**src/rtl/float_pkg.sv**
```systemverilog
// Shared floating-point definitions for the FPU datapath: float32 field
// widths, the divider state encoding and the divide-by-zero result pattern.
package float_pkg;

  localparam int FP_FLOAT_SIZE = 32;
  localparam int FP_EXP_SIZE   = 8;
  localparam int FP_MANT_SIZE  = 23;
  localparam int FP_BIAS       = 127;

  typedef enum logic [1:0] {
    IDLE   = 2'd0,
    DIVIDE = 2'd1,
    NORM   = 2'd2,
    DONE   = 2'd3
  } state_t;

  // Signed infinity: all-ones exponent, zero mantissa.
  function automatic logic [FP_FLOAT_SIZE-1:0] dbz_result(input logic sign);
    return {sign, {FP_EXP_SIZE{1'b1}}, {FP_MANT_SIZE{1'b0}}};
  endfunction

endpackage

```
**src/rtl/div_step.sv**
```systemverilog
// One restoring-division iteration: subtract the divisor when it fits,
// emit the quotient bit, then shift the partial remainder left by one.
module div_step #(
  parameter int W = 25
) (
  input  logic [W-1:0] rem,
  input  logic [W-1:0] div,
  output logic [W-1:0] rem_next,
  output logic         q_bit
);

  logic [W-1:0] diff;

  // Compare, conditionally subtract, shift.
  always_comb begin
    q_bit    = (rem >= div);
    diff     = q_bit ? (rem - div) : rem;
    rem_next = diff << 1;
  end

endmodule

```
**src/rtl/float_divider.sv**
```systemverilog
// Multi-cycle divider a/b for normalized floats using restoring division,
// one quotient bit per clock.
// Optional macro FLOAT_DIVIDER_ROUND_EN: one extra guard iteration and
// round-to-nearest-even in NORM; undefined gives truncation.
//
// Handshake: start is sampled only in IDLE (busy=0); the accepted edge
// captures a and b. busy is high from the following cycle through the DONE
// cycle. done is a one-cycle pulse in DONE; out and flags are registered and
// held until the next result overwrites them. start during busy is ignored.
module float_divider
  import float_pkg::*;
#(
  parameter int FLOAT_SIZE    = FP_FLOAT_SIZE,
  parameter int EXPONENT_SIZE = FP_EXP_SIZE,
  parameter int MANTISSA_SIZE = FP_MANT_SIZE,
  parameter int BIAS          = FP_BIAS
) (
  input  logic                  clk,
  input  logic                  reset,
  input  logic                  start,
  input  logic [FLOAT_SIZE-1:0] a,
  input  logic [FLOAT_SIZE-1:0] b,
  output logic                  busy,
  output logic                  done,
  output logic [FLOAT_SIZE-1:0] out,
  output logic                  overflow,
  output logic                  underflow,
  output logic                  inexact,
  output logic                  div_by_zero,
  output logic [1:0]            state_dbg
);

`ifdef FLOAT_DIVIDER_ROUND_EN
  localparam int G = 1;
`else
  localparam int G = 0;
`endif
  localparam int M      = MANTISSA_SIZE;
  localparam int E      = EXPONENT_SIZE;
  localparam int ITERS  = M + 2 + G;
  localparam int Q_W    = ITERS;
  localparam int R_W    = M + 2;
  localparam int EW     = E + 2;
  localparam int CNT_W  = $clog2(ITERS + 1);
  localparam logic [EW-1:0] BIAS_W = EW'(BIAS);

  state_t             state_q;
  logic [CNT_W-1:0]   cnt_q;
  logic [R_W-1:0]     rem_q;
  logic [R_W-1:0]     div_q;
  logic [Q_W-1:0]     q_q;
  logic [EW-1:0]      exp_tmp_q;
  logic               sign_q;
  logic               dbz_q;

  logic [R_W-1:0]     step_rem;
  logic               step_q;

  logic [M-1:0]       norm_mant;
  logic [EW-1:0]      norm_exp;
  logic               norm_inx;

  logic [FLOAT_SIZE-1:0] res;
  logic                  res_ovf;
  logic                  res_unf;
  logic                  res_inx;

  div_step #(.W(R_W)) u_step (
    .rem      (rem_q),
    .div      (div_q),
    .rem_next (step_rem),
    .q_bit    (step_q)
  );

`ifdef FLOAT_DIVIDER_ROUND_EN
  logic [M-1:0]  pre_mant;
  logic          guard;
  logic          sticky;
  logic [EW-1:0] base_exp;
  logic [M:0]    mant_sum;

  // Normalize the quotient, then round to nearest even on guard/sticky/lsb.
  always_comb begin
    if (q_q[Q_W-1]) begin
      pre_mant = q_q[M+1:2];
      guard    = q_q[1];
      sticky   = q_q[0] | (|rem_q);
      base_exp = exp_tmp_q;
    end else begin
      pre_mant = q_q[M:1];
      guard    = q_q[0];
      sticky   = |rem_q;
      base_exp = exp_tmp_q - EW'(1);
    end
    mant_sum  = {1'b0, pre_mant} + (M+1)'(guard & (sticky | pre_mant[0]));
    norm_mant = mant_sum[M-1:0];
    norm_exp  = base_exp + EW'(mant_sum[M]);
    norm_inx  = guard | sticky;
  end
`else
  // Normalize the quotient by truncation; a quotient below 1 costs one exponent.
  always_comb begin
    if (q_q[Q_W-1]) begin
      norm_mant = q_q[M:1];
      norm_exp  = exp_tmp_q;
      norm_inx  = q_q[0] | (|rem_q);
    end else begin
      norm_mant = q_q[M-1:0];
      norm_exp  = exp_tmp_q - EW'(1);
      norm_inx  = |rem_q;
    end
  end
`endif

  // Assemble the result word and flags; a zero divisor overrides everything.
  always_comb begin
    res     = {sign_q, norm_exp[E-1:0], norm_mant};
    res_ovf = norm_exp[E] & ~norm_exp[E+1];
    res_unf = norm_exp[E+1];
    res_inx = norm_inx;
    if (dbz_q) begin
      res     = dbz_result(sign_q);
      res_ovf = 1'b0;
      res_unf = 1'b0;
      res_inx = 1'b0;
    end
  end

  // Control FSM and datapath registers.
  always_ff @(posedge clk or posedge reset) begin
    if (reset) begin
      state_q     <= IDLE;
      cnt_q       <= '0;
      rem_q       <= '0;
      div_q       <= '0;
      q_q         <= '0;
      exp_tmp_q   <= '0;
      sign_q      <= 1'b0;
      dbz_q       <= 1'b0;
      out         <= '0;
      overflow    <= 1'b0;
      underflow   <= 1'b0;
      inexact     <= 1'b0;
      div_by_zero <= 1'b0;
    end else begin
      case (state_q)
        IDLE: begin
          if (start) begin
            sign_q    <= a[FLOAT_SIZE-1] ^ b[FLOAT_SIZE-1];
            exp_tmp_q <= {2'b00, a[FLOAT_SIZE-2 -: E]}
                       - {2'b00, b[FLOAT_SIZE-2 -: E]} + BIAS_W;
            rem_q     <= {1'b0, 1'b1, a[M-1:0]};
            div_q     <= {1'b0, 1'b1, b[M-1:0]};
            dbz_q     <= (b[FLOAT_SIZE-2:0] == '0);
            q_q       <= '0;
            cnt_q     <= '0;
            state_q   <= DIVIDE;
          end
        end
        DIVIDE: begin
          rem_q <= step_rem;
          q_q   <= {q_q[Q_W-2:0], step_q};
          cnt_q <= cnt_q + CNT_W'(1);
          if (cnt_q == CNT_W'(ITERS - 1)) begin
            state_q <= NORM;
          end
        end
        NORM: begin
          out         <= res;
          overflow    <= res_ovf;
          underflow   <= res_unf;
          inexact     <= res_inx;
          div_by_zero <= dbz_q;
          state_q     <= DONE;
        end
        DONE: begin
          state_q <= IDLE;
        end
        default: begin
          state_q <= IDLE;
        end
      endcase
    end
  end

  assign busy      = (state_q != IDLE);
  assign done      = (state_q == DONE);
  assign state_dbg = state_q;

endmodule

```
**config.mk**
```make
export PLATFORM = sky130hd
export DESIGN_NAME = float_divider
export DESIGN_NICKNAME = d
export VERILOG_FILES = /design/src/rtl/float_pkg.sv /design/src/rtl/div_step.sv /design/src/rtl/float_divider.sv
export SDC_FILE = /design/constraint.sdc
export NUM_CORES = 1
export LEC_CHECK = 0
export ABC_AREA = 1
export BUFFER_PORTS_ARGS = -buffer_cell sky130_fd_sc_hd__clkbuf_2
export CAP_MARGIN = 40
export CORE_MARGIN = 2
export CORE_UTILIZATION = 40
export DETAILED_ROUTE_END_ITERATION = 8
export SLEW_MARGIN = 20
export SYNTH_ARGS = -nofsm -noshare
export SYNTH_HDL_FRONTEND = slang
export SYNTH_SLANG_ARGS = --single-unit
```
**constraint.sdc**
```tcl
create_clock -name clk -period 4.4 [get_ports clk]
set_clock_uncertainty 0.15 [all_clocks]
set_input_delay 0 -clock clk [delete_from_list [all_inputs] [get_ports clk]]
set_output_delay 0 -clock clk [all_outputs]
set_load 0.05 [all_outputs]
```
# After elaboration in Yosys (flattened, before gate mapping)
# Index checks and enable logic that the tools add are counted.
dict set report word_totals {
  reg_bits 129
  output_inout_bits 40
  wordCells 54
  input_bits 67
}
dict set report classes {
  reduce_logical 8
  order_cmp 1
  n_eq_ne 6
  addsub 5
  mux 17
  bitwise_logic 4
}
# operator count
set ops {}
lappend ops {{$pmux 25 s2} 2}
lappend ops {{$mux 25} 2}
lappend ops {{$logic_not 31->1} 1}
lappend ops {{$mux 31} 1}
lappend ops {{$ge 25x24->1} 1}
lappend ops {{$reduce_or 25->1} 1}
lappend ops {{$mux 24} 1}
lappend ops {{$sub 24x24->24} 1}
lappend ops {{$mux 23} 1}
lappend ops {{$add 9x8->10 const B} 1}
lappend ops {{$mux 10} 1}
lappend ops {{$pmux 5 s2} 1}
lappend ops {{$sub 10x1->10 const B} 1}
lappend ops {{$sub 8x8->9} 1}
lappend ops {{$pmux 2 s4} 1}
lappend ops {{$reduce_and 2->1} 3}
lappend ops {{$add 5x1->5 const B} 1}
lappend ops {{$eq 5x5->1 const B} 1}
lappend ops {{$mux 5} 1}
lappend ops {{$eq 2x2->1 const B} 2}
lappend ops {{$mux 1} 4}
lappend ops {{$mux 2} 2}
lappend ops {{$ne 2x2->1 const B} 2}
lappend ops {{$reduce_bool 2->1} 2}
lappend ops {{6 further kinds} 6}

# Logic depth before layout (Yosys ltp)
# Gate-level depths: netlist of run 1.
dict set report logic_depth {
  ltp_word 5
  mapped_depth 16
  ltp_nobuf 16
}

# Cells and area by module
# A second synthesis of run 1 with hierarchy kept.
dict set report unflattened {
  hier_cells 1252
  hier_area_um2 8592.0
}
# module seq_area_each_um2 n_inst area_each_um2 cells_per_inst
set by_module_without_submodules {}
lappend by_module_without_submodules {float_divider 3228.1 1 6221.0 761}
lappend by_module_without_submodules {div_step 0.0 1 2371.0 491}

# Worst setup path after synthesis of run 1
# No wires, ideal clock.
dict set report synth_timing {
  path_type {flip-flop to flip-flop}
  start {register state_q[0], in the netlist state_dbg[0]}
  end {register rem_q[23]}
  arrival_ps 2040
  setup_time_ps 123
  path_stages_with_launch 11
  setup_slack_ps 2087
  synth_period_minus_slack_ps 2313
  n_path_buf 1
  t_required_ps 4127
  cell_sequence {dfrtp_1 inv_1 ha_1 inv_2 or2_2 nand2_2 inv_1 nand2_2 buf_6 o21ai_1 a21oi_1}
}
dict set report synth_between {
  elab_chain_cells 3
  elab_cells_between_ends 6
  classes_between {eq/ne (2); mux (1); reduce/logical (3)}
}
# element line
set synth_rtl {}
lappend synth_rtl {{from (decl)} float_divider.sv:47} ;# state_t state_q;
lappend synth_rtl {{from (signal assigned)} float_divider.sv:132} ;# state_q <= IDLE;
lappend synth_rtl {{from (signal assigned)} float_divider.sv:157} ;# state_q <= DIVIDE;
lappend synth_rtl {{from (signal assigned)} float_divider.sv:165} ;# state_q <= NORM;
lappend synth_rtl {{$eq 2x1->1 or $logic_not 2->1 (tied branches)} float_divider.sv:146} ;# case (state_q)
lappend synth_rtl {{$reduce_bool 2->1 (no line) or $ne 2x2->1 (tied branches)} -}
lappend synth_rtl {{$reduce_and 2->1 (no line)} -}
lappend synth_rtl {{to (signal assigned)} float_divider.sv:152} ;# rem_q <= {1'b0, 1'b1, a[M-1:0]};
lappend synth_rtl {{to (signal assigned)} float_divider.sv:161} ;# rem_q <= step_rem;
lappend synth_rtl {{to (decl)} float_divider.sv:49} ;# logic [R_W-1:0] rem_q;
# Parallel ways exist; a longest one is shown, timed or not.
# A chain may end at the register's enable or synchronous reset.

# Worst setup path in the final report of run 1
dict set report layout_timing {
  start {register state_q[1], in the netlist state_dbg[1]}
  end {register cnt_q[4]}
}
dict set report layout_between {
  elab_chain_cells 3
  elab_cells_between_ends 6
  classes_between {eq/ne (2); mux (1); reduce/logical (3)}
}
# element line
set layout_rtl {}
lappend layout_rtl {{$eq 2x1->1 or $logic_not 2->1 (tied branches)} float_divider.sv:146}
lappend layout_rtl {{$reduce_bool 2->1 (no line) or $ne 2x2->1 (tied branches)} -}
lappend layout_rtl {{$reduce_and 2->1 (no line)} -}
lappend layout_rtl {{to (signal assigned)} float_divider.sv:163} ;# cnt_q <= cnt_q + CNT_W'(1);
lappend layout_rtl {{to (decl)} float_divider.sv:48} ;# logic [CNT_W-1:0] cnt_q;
# Parallel ways exist; a longest one is shown, timed or not.

==> flow_metrics.py, run 1 <==
metrics = {
    "setup_path": {
        "crit_top_cell": "inv_1",
        "start_kind": "flop",
        "cp_slowest_cell": "ha_1",
        "worst_setup_path_end_kind": "flop",
        "cp_num_buf_inv": 3,
        "crit_type": "reg -> reg",
        "crit_arrival_ps": 3140,
        "r2r-start": "state_dbg[1]",
        "crit_path_max_incr_delay_ps": 490,
        "reg2reg_slack_ps": 1420,
        "cp_max_fo": 50,
        "r2r_cells": 9,
        "crit_family": "buffers and inverters",
        "r2r_end": "cnt_q[4]",
        "required_ps": 4560,
        "path_cells": "inv_1 -> ha_1 -> inv_1 -> o21ai_4 -> buf_4 -> and3_1 -> nand2_1 -> o21ai_0 -> a21oi_1",
    },
    "power": {
        "peakVddDrop_v": 0.000499,
        "p_leak_nw": 5.07,
        "p_per_area_nw_per_um2": 825,
        "power.total_mw": 8.33,
    },
    "routing": {
        "dr.pass1.iters": 5,
        "wl_per_cell_um": 15.1,
        "via_count": 7784,
        "finalWirelength_um": 23200,
        "via_per_inst": 5.07,
        "ant_nets": 0,
        "drc_errors": 0,
        "drtIter0Drc": 491,
    },
    "synthesis": {
        "syn_area_per_cell_um2": 7.35,
        "synth_flop_cell": "dfrtp_1",
        "yosysSeqAreaShare": 0.401,
        "postSynthCellCount": 1094,
        "ys_warn_count": 0,
        "synth_edf_count": 0,
        "yosysUniqueCellTypes": 46,
        "netlist_area_um2": 8040,
        "ys_async_sr_fraction": 1.00,
        "synth-seq-cells": 129,
        "synthesis.nets": 1203,
    },
    "hold_path": {
        "hold_depth": 6,
        "min_from": "a[23]",
        "min_path_type": "in -> reg",
        "holdPathEnd": "exp_tmp_q[3]",
    },
    "placement": {
        "place_congestion": 0.975,
        "hpwl_um": 17300,
        "pre_cts_slack_ps": 1390,
        "numPortBuffers": 106,
        "dp.cells": 1440,
    },
    "floorplanning": {
        "die-width_um": 146,
        "core_area_um2": 19600,
        "die_area_um2": 21300,
        "initial_utilization": 0.411,
        "ioPinCount": 107,
        "die_y_um": 146,
        "fp-row-count": 51,
    },
    "clocking": {
        "numCtsBuffers": 17,
        "clk_latency_ps": 430,
        "clk_path_buf_depth": 2,
        "clockRootBuffer": "clkbuf_16",
        "cts.sinks": 129,
        "cts_tree": "yes",
        "htree_levels": 4,
        "clkTransAtPathRegs_ps": 60,
    },
    "sta": {
        "tns_ps": 0,
        "min_period_over_period": 0.677,
        "hold_slack_ps": 26.1,
        "setup_violations": 0,
        "slew_headroom": 0.496,
        "timing.final.ws_setup_ps": 1420,
        "timing.final.crit_period_ps": 2980,
        "rsz0062_at_grt": "no",
        "slew_viol_final": 0,
        "fmax_ghz": 0.335,
        "hold_viol_final": 0,
        "tightest_slew_ps": 749,
    },
    "global_route": {
        "grt_pass1_vias": 7527,
        "grt_usage": 0.228,
        "antenna_found_initial": 0,
        "grt_start_max_net_pins": 60,
        "grt_pass1_wl_um": 38900,
        "grt-ovfl-total": 0,
    },
    "finish": {
        "nets": 1368,
        "final_cells": 1535,
        "diodes": 0,
        "drive_above_1_share": 0.145,
        "area_delta_synth_final_pct": 25.5,
    },
    "flow_run": {
        "drv_cap": 0,
    },
    "outcome": {
        "status": "completed",
    },
}
==> Yosys cell counts (3+ instances only) <==
| master | n | area share |
|---|---|---|
| a21oi_1 | 58 | 0.036 |
| a31oi_1 | 6 | 0.0047 |
| buf_1 | 4 | 0.0019 |
| buf_2 | 5 | 0.0031 |
| buf_6 | 3 | 0.0042 |
| clkbuf_1 | 23 | 0.011 |
| clkinv_1 | 3 | 0.0014 |
| dfrtp_1 | 129 | 0.40 |
| ha_1 | 41 | 0.064 |
| inv_1 | 162 | 0.076 |
| inv_2 | 8 | 0.0037 |
| nand2_1 | 259 | 0.12 |
| nand2_2 | 8 | 0.0062 |
| nand3_1 | 51 | 0.032 |
| nand3b_1 | 4 | 0.0037 |
| nand4_1 | 28 | 0.022 |
| nor2_1 | 86 | 0.040 |
| nor2_2 | 5 | 0.0039 |
| nor3_1 | 11 | 0.0068 |
| nor3_2 | 3 | 0.0037 |
| nor4_1 | 10 | 0.0078 |
| o21ai_0 | 100 | 0.062 |
| o21ai_1 | 3 | 0.0019 |
| o21ai_2 | 7 | 0.0076 |
| o21bai_1 | 11 | 0.010 |
| o22ai_1 | 26 | 0.020 |
| xnor2_1 | 13 | 0.014 |
| xor2_1 | 6 | 0.0065 |
==> area by class of cell <==
type | count | area, µm²
Sequential cell | 129 | 3230
Inverter | 173 | 652
Multi-Input combinational cell | 756 | 4010
Clock buffer | 18 | 429
Tap cell | 265 | 332
Clock inverter | 12 | 183
Timing Repair Buffer | 182 | 1260
Fill cell | 1976 | 9490
==> state kept, by name, indices dropped and copies added (netlist names) <==
name,cells
q_q,25
cnt_q,5
rem_q,25
state_dbg,2
dbz_q,1
exp_tmp_q,10
out,32
overflow,1
sign_q,1
div_by_zero,1
inexact,1
underflow,1
div_q,24
==> layer usage <==
metal,vias to the layer above,share of wire,track usage
met3,36,0.059,0.0414
met4,0,0.021,0.0725
met5,-,0,0
met2,252,0.47,0.374
met1,3583,0.45,0.305
li1,3913,-,-
==> worst reg2reg max path, delay by kind of cell, from the launching register on <==
kind                       cells  cell delay [ps]
adders and majority gates      1              490
AOI/OAI and AO/OA              3              440
DFF                            1              430
and+or+nand+nor                2              340
buffers and inverters          3             1030
==> what timing repair did <==
action,in CTS,in global routing
endpoints found under the hold margin,111,0
hold buffers,65,0
setup buffers,0,0
resized for setup,0,0
==> logic make-up (layout without fill, tap and decap cells) <==
| logic type | count (synthesis) | count (layout) | share of synthesized area |
|---|---|---|---|
| AO/OA/AOI/OAI | 222 | 222 | 0.155 |
| flip-flops | 129 | 129 | 0.401 |
| AND/OR/NAND/NOR | 473 | 473 | 0.255 |
| buffers and inverters | 209 | 385 | 0.102 |
| XOR/XNOR | 19 | 19 | 0.0207 |
| adder cells (fa/ha/maj) | 42 | 42 | 0.0663 |
==> cell usage in the layout (no fill, tap or decap), drive strengths merged, types with 6 or more instances in the layout <==
cell / count
o22ai: 26
dfrtp: 129
nor3: 14
a31oi: 6
nand2: 267
clkbuf: 124
xor2: 6
nand3: 53
dlygate4sd3: 65
xnor2: 13
ha: 41
clkinv: 6
inv: 172
a21oi: 60
nor2: 91
buf: 11
nand4: 28
o21ai: 110
nor4: 10
o21bai: 11
==> worst max-delay path by stage <==
stage | start | cells after the start | endpoint
after floorplan | reset | 1 | cnt_q[0]
after global placement | state_dbg[1] | 9 | cnt_q[4]
after detailed placement | state_dbg[1] | 9 | cnt_q[4]
after CTS | state_dbg[1] | 9 | cnt_q[4]
after global routing | state_dbg[1] | 9 | cnt_q[4]
final | state_dbg[1] | 9 | cnt_q[4]
==> where the power goes <==
group | leakage [nW] | internal (mW) | switching (mW)
combinational | 3.15 | 1.58 | 3.27
clock | 0.289 | 0.944 | 0.554
sequential | 1.63 | 1.64 | 0.338
total | 5.07 | 4.17 | 4.16
==> metrics by stage <==
stage	utilization	area, µm²
CTS	0.515	10100
floorplan	-	8040
global placement	0.451	8830
finish	0.515	10100
global route	0.515	10100
detailed placement	0.451	8830
Power figures use the tool's default switching activity.
==> inputs of run 2 (changes only) <==
==> constraint.sdc (replaced) <==
create_clock -name clk -period 3.1 [get_ports clk]
set_clock_uncertainty 0.15 [all_clocks]
set_input_delay 0 -clock clk [delete_from_list [all_inputs] [get_ports clk]]
set_output_delay 0 -clock clk [all_outputs]
set_load 0.05 [all_outputs]
==> run 2 against run 1 <==
Effect of this change: worst setup slack worse by 1000 ps; power is 42% higher; wire length up 3.7%; final cell count is 0.72% higher; sequential power is 40% higher; first-iteration DRC count is 9.4% higher; critical endpoint is now dbz_q; highest routed layer unchanged; flip-flop and latch count unchanged; clock power is 35% higher; die area stayed put; largest cell class unchanged; non-clock buffer count grew 9; combinational power increased by 44%; global-route usage is 0.21 points higher.
==> flow_metrics.py, run 2 (synthesis results as in run 1) <==
metrics = {
    "setup_path": {
        "start_kind": "input port",
        "cp_slowest_cell": "dlygate4sd3_1",
        "crit_arrival_ps": 2910,
        "crit_family": "buffers and inverters",
        "cp_max_fo": 2,
        "path_cells": "dlygate4sd3_1 -> clkbuf_2 -> nor4_1 -> dlygate4sd3_1 -> nand4_1 -> dlygate4sd3_1 -> o31ai_1 -> dlygate4sd3_1",
        "crit_path_max_incr_delay_ps": 580,
        "cp_num_buf_inv": 5,
        "crit_top_cell": "dlygate4sd3_1",
        "worst_setup_path_end_kind": "flop",
        "required_ps": 3320,
        "crit_type": "in -> reg",
    },
    "power": {
        "power.share.clock": 0.171,
        "power_frac_seq": 0.236,
        "peakVddDrop_v": 0.000516,
        "pwr-share-comb": 0.593,
        "p_leak_nw": 5.12,
        "power_switching_mw": 6.10,
        "power.share.switching": 0.517,
        "p_per_area_nw_per_um2": 1160,
        "p_int_mw": 5.70,
    },
    "global_route": {
        "grt_pass1_vias": 7580,
        "grt_pass1_wl_um": 39200,
        "antenna_found_initial": 0,
        "grt-ovfl-total": 0,
        "grt_usage": 0.230,
        "grt_start_max_net_pins": 40,
    },
    "sta": {
        "tightest_slew_ps": 861,
        "slew_viol_final": 0,
        "fmax_ghz": 0.372,
        "rsz0062_at_grt": "no",
        "slew_headroom": 0.411,
        "hold_viol_final": 0,
        "timing.final.crit_period_ps": 2690,
        "tns_ps": 0,
        "setup_violations": 0,
        "min_period_over_period": 0.868,
    },
    "flow_run": {
        "drv_cap": 0,
    },
    "routing": {
        "drtIter0Drc": 537,
        "dr.pass1.iters": 5,
        "wl_per_cell_um": 15.5,
        "finalWirelength_um": 24000,
        "via_per_inst": 5.04,
        "via_count": 7787,
        "drc_errors": 0,
        "ant_nets": 0,
    },
    "finish": {
        "final_common_cell": "nand2_1",
        "final_cell_mix": "nand2_1, inv_1, dfrtp_1, clkbuf_2, o21ai_0",
        "diodes": 0,
        "largest-register": "out",
        "drive_above_1_share": 0.156,
        "n_fill_cell": 2030,
        "nets": 1377,
        "area_delta_synth_final_pct": 26.3,
        "largest_reg_flops": 32,
        "postLayoutCellArea_um2": 10200,
        "top_regs": "out x32, q_q x25, rem_q x25",
    },
    "floorplanning": {
        "die_area_um2": 21300,
        "core_area_um2": 19600,
        "initial_utilization": 0.411,
        "ioPinCount": 107,
        "fp-row-count": 51,
        "die-width_um": 146,
        "die_y_um": 146,
    },
    "clocking": {
        "clkTransAtPathRegs_ps": 70,
        "cts_resized": 0,
        "cts.sinks": 129,
        "clk_latency_ps": 430,
        "numCtsBuffers": 17,
        "clk_path_buf_depth": 2,
        "clockRootBuffer": "clkbuf_16",
        "cts_tree": "yes",
        "htree_levels": 4,
    },
    "placement": {
        "hpwl_um": 18000,
        "numPortBuffers": 106,
        "place_area_um2": 8960,
        "place_congestion": 0.948,
    },
    "outcome": {
        "status": "completed",
    },
    "hold_path": {
        "min_path_type": "in -> reg",
    },
}
## run 2: worst paths after layout
| kind | cells after the start | slack, ps | endpoint | from |
|---|---|---|---|---|
| min | 6 | 10 | exp_tmp_q[9] | b[30] |
| max reg2reg | 8 | 560 | div_q[11] | state_dbg[0] |
| max in group asynchronous | 6 | 1560 | rem_q[1] | reset |
| min in group asynchronous | 4 | 500 | div_q[14] | reset |
| max | 8 | 410 | dbz_q | b[21] |
| min reg2reg | 2 | 320 | div_q[23] | div_q[23] |
## run 2: through the flow
stage	hold slack, ps	power [mW]	std cells	util	worst slack [ps]
after floorplan	-40.4	7.84	1094	-	787
after global placement	72.2	9.71	1451	0.456	633
after detailed placement	-172	9.67	1453	0.457	615
after CTS	0.842	11.8	1546	0.519	437
after global routing	96.1	12.8	1546	0.519	295
final	11.8	11.8	1546	0.519	410
## run 2: final cells by class
class | count | area, µm² | share of cell area
tap | 265 | 332 | 0.0326
timing repair buffer | 191 | 1350 | 0.133
inverter | 173 | 653 | 0.0643
sequential | 129 | 3230 | 0.318
clock inverter | 15 | 165 | 0.0163
multi-input combinational | 756 | 4010 | 0.395
clock buffer | 17 | 425 | 0.0419
## run 2: timing repair
| action | in CTS | in global routing |
|---|---|---|
| setup buffers | 0 | 0 |
| endpoints found under the setup margin | 0 | 0 |
| hold endpoints to repair | 181 | 0 |
| hold buffers | 61 | 0 |
## run 2: power by group through the flow
stage / combinational, mW / sequential [mW] / clock [mW]
after global routing: 7.79 / 2.86 / 2.13
final: 6.99 / 2.78 / 2.02
after global placement: 6.92 / 2.79 / 0
after CTS: 6.97 / 2.79 / 2.05
after detailed placement: 6.86 / 2.81 / 0
after floorplan: 4.64 / 3.20 / 0
## run 2: worst register-to-register path: stages (launching register included)
cell           delay, ps
dfrtp_1              420
inv_1                120
ha_1                 280
nand2_1              230
clkinv_1             150
buf_4                330
nand2_1              150
o21ai_0               90
dlygate4sd3_1        560
## run 2: layer usage
metal  share of wire  track usage
met1            0.47        0.313
met2            0.45        0.368
met3           0.046       0.0379
met4           0.032       0.0853
met5               0            0
==> inputs of run 3 (changes only) <==
--- a/config.mk
+++ b/config.mk
@@ -10,8 +10,10 @@
 export CAP_MARGIN = 40
 export CORE_MARGIN = 2
 export CORE_UTILIZATION = 40
+export CTS_CLUSTER_DIAMETER = 40
 export DETAILED_ROUTE_END_ITERATION = 8
 export SLEW_MARGIN = 20
 export SYNTH_ARGS = -nofsm -noshare
 export SYNTH_HDL_FRONTEND = slang
+export SYNTH_HIERARCHICAL = 1
 export SYNTH_SLANG_ARGS = --single-unit
==> run 3 against run 2 <==
Effect of this change: sequential share of layout area decreased by 1.3 points; core utilization decreased by 1.5 points; clock power hardly changed; count of clock-buffer cells in the layout is the same; critical endpoint is now rem_q[3]; global-route usage decreased by 0.31 points; combinational power is 0.6% higher; sequential power is essentially flat; largest cell class unchanged; final area rose by 4.2%.
==> flow_metrics.py, run 3 <==
metrics = {
    "outcome": {
        "status": "completed",
    },
    "synthesis": {
        "synth.area.top_cells": "dfrtp_1, nand2_1, inv_1",
        "ys_async_sr_fraction": 1.00,
        "synthesis.nets": 1362,
        "netlist_area_um2": 8590,
        "synthAdderAreaFrac": 0.0644,
        "synth-seq-cells": 129,
        "synthDominantAreaCellType": "dfrtp_1",
        "synthXorXnorAreaFrac": 0.0122,
        "yosysTopAreaCellShare": 0.376,
        "synth_compound_area_frac": 0.111,
        "synth.most_common_cell": "nand2_1",
        "syn_area_per_cell_um2": 6.86,
        "synth_top_family_by_area": "simple AND/OR/NAND/NOR gates",
        "yosysSeqAreaShare": 0.376,
        "ys_warn_count": 6,
        "synth_common_cells": "nand2_1, inv_1, dfrtp_1",
        "yosysUniqueCellTypes": 43,
        "synthSimpleGateAreaFrac": 0.320,
        "synth_edf_count": 0,
        "synth_flop_cell": "dfrtp_1",
        "synthMuxAreaShare": 0,
        "postSynthCellCount": 1252,
    },
    "finish": {
        "n_fill_cell": 2153,
        "drive_above_1_share": 0.131,
        "final_cell_mix": "nand2_1, inv_1, dfrtp_1, clkbuf_2, nor2_1",
        "nets": 1522,
        "diodes": 0,
        "largest-register": "out",
        "multi_input_area_um2": 4370,
        "largest_reg_flops": 32,
        "final_common_cell": "nand2_1",
        "area_delta_synth_final_pct": 23.2,
        "seqCellArea_um2": 3230,
        "top_regs": "out x32, q_q x25, rem_q x25",
    },
    "placement": {
        "place_congestion": 0.926,
        "numPortBuffers": 106,
        "hpwl_um": 17900,
    },
    "routing": {
        "drc_errors": 0,
        "dr.pass1.iters": 5,
        "wl_per_cell_um": 14.5,
        "via_count": 8403,
        "via_per_inst": 4.94,
        "drtIter0Drc": 404,
        "finalWirelength_um": 24600,
        "ant_nets": 0,
    },
    "clocking": {
        "clkTransAtPathRegs_ps": 70,
        "clk_path_buf_depth": 2,
        "numCtsBuffers": 17,
        "cts.sinks": 129,
        "clockRootBuffer": "clkbuf_16",
        "htree_levels": 4,
        "cts_tree": "yes",
        "clk_latency_ps": 440,
    },
    "sta": {
        "slew_viol_final": 0,
        "slew_headroom": 0.577,
        "hold_slack_ps": 17.5,
        "setup_violations": 0,
        "tns_ps": 0,
        "fmax_ghz": 0.388,
        "hold_viol_final": 0,
        "min_period_over_period": 0.831,
        "tightest_slew_ps": 633,
        "rsz0062_at_grt": "no",
        "timing.final.crit_period_ps": 2580,
    },
    "setup_path": {
        "startpoint": "rem_q[8]",
        "cp_slowest_cell": "dfrtp_1",
        "crit_type": "reg -> reg",
        "path_cells": "ha_1 -> nand2_1 -> inv_1 -> nand2_1 -> nand2_1 -> inv_1 -> nand3_1 -> nand3_4 -> buf_4 -> nand4_1 -> nand2_1 -> nand2_1 -> a31oi_1",
        "r2r_end": "rem_q[3]",
        "crit_family": "simple AND/OR/NAND/NOR gates",
        "crit_path_max_incr_delay_ps": 410,
        "r2r-start": "rem_q[8]",
        "cp.depth": 13,
        "cp_max_fo": 24,
        "start_kind": "flop",
        "r2r_cells": 13,
        "worst_setup_path_end_kind": "flop",
        "crit_path_end": "rem_q[3]",
        "crit_top_cell": "nand2_1",
        "reg2reg_slack_ps": 520,
        "required_ps": 3300,
        "crit_arrival_ps": 2780,
        "cp_num_buf_inv": 3,
    },
    "floorplanning": {
        "fp-row-count": 53,
        "initial_utilization": 0.409,
        "ioPinCount": 107,
        "die_area_um2": 22700,
        "core_area_um2": 21000,
        "die-width_um": 151,
        "die_y_um": 151,
    },
    "global_route": {
        "grt_start_max_net_pins": 87,
        "antenna_found_initial": 0,
        "grt_usage": 0.227,
        "grt-ovfl-total": 0,
        "grt_pass1_vias": 8073,
        "grt_pass1_wl_um": 40300,
    },
    "power": {
        "peakVddDrop_v": 0.000486,
        "p_leak_nw": 5.66,
        "p_per_area_nw_per_um2": 1120,
    },
    "hold_path": {
        "min_path_type": "in -> reg",
    },
    "flow_run": {
        "drv_cap": 0,
    },
}
-- run 3: final cells by class --
class                           count  area share
Sequential cell                   129       0.305
Clock buffer                       17      0.0402
Timing Repair Buffer              185       0.121
Multi-Input combinational cell    872       0.413
Clock inverter                     15      0.0148
Tap cell                          275      0.0325
Inverter                          207      0.0738
-- run 3: metrics by stage --
step / worst slack, ps / instance area (µm²) / total power, mW / utilization / std cells
after floorplan: 772 / 8600 / 8.06 / - / 1252
after global placement: 538 / 9420 / 9.66 / 0.448 / 1610
after global routing: 273 / 10600 / 13.0 / 0.504 / 1700
after detailed placement: 552 / 9420 / 9.71 / 0.448 / 1610
final: 523 / 10600 / 11.8 / 0.504 / 1700
after CTS: 526 / 10600 / 11.9 / 0.504 / 1700
-- run 3: report_power, final --
group          internal (mW)  leakage (nW)  total, mW  switching [mW]
Combinational           2.30          3.75       7.03            4.74
Sequential              2.30          1.63       2.78           0.482
Clock                   1.08         0.283       2.00           0.922
-- run 3: worst reg2reg max path, cell delays in order, from the launching register on --
cell     delay (ps)
dfrtp_1         410
ha_1            360
nand2_1         160
inv_1            50
nand2_1          60
nand2_1          70
inv_1            60
nand3_1         220
nand3_4         150
buf_4           340
nand4_1         140
nand2_1          90
nand2_1          60
a31oi_1         170
-- run 3: worst min path at each step --
stage,startpoint,endpoint,slack (ps),cells after the start
final,a[30],exp_tmp_q[8],20,6
after global routing,a[30],exp_tmp_q[8],50,6
after floorplan,b[0],div_q[0],-40,2
after global placement,reset,q_q[5],-160,2
after CTS,a[30],exp_tmp_q[8],4,6
after detailed placement,reset,q_q[5],-160,2
-- run 3: cell families (layout without fill, tap and decap cells) --
kind of cell / count (synthesis) / count (layout)
AO/OA/AOI/OAI: 168 / 168
XOR/XNOR: 12 / 12
adder cells (fa/ha/maj): 43 / 43
buffers and inverters: 251 / 424
flip-flops: 129 / 129
other: 2 / 2
AND/OR/NAND/NOR: 647 / 647
-- run 3: timing repair --
item	in CTS	in global routing
hold endpoints to repair	184	0
setup buffers	0	0
hold buffers	58	0
gates resized for setup	0	0
-- run 3: per-layer routing --
metal / track usage / vias to the layer above / routed length, µm
li1: - / 4304 / -
met1: 0.314 / 3846 / 11800
met2: 0.364 / 223 / 11200
met3: 0.0388 / 30 / 1170
met4: 0.0646 / 0 / 382
met5: 0 / - / 0
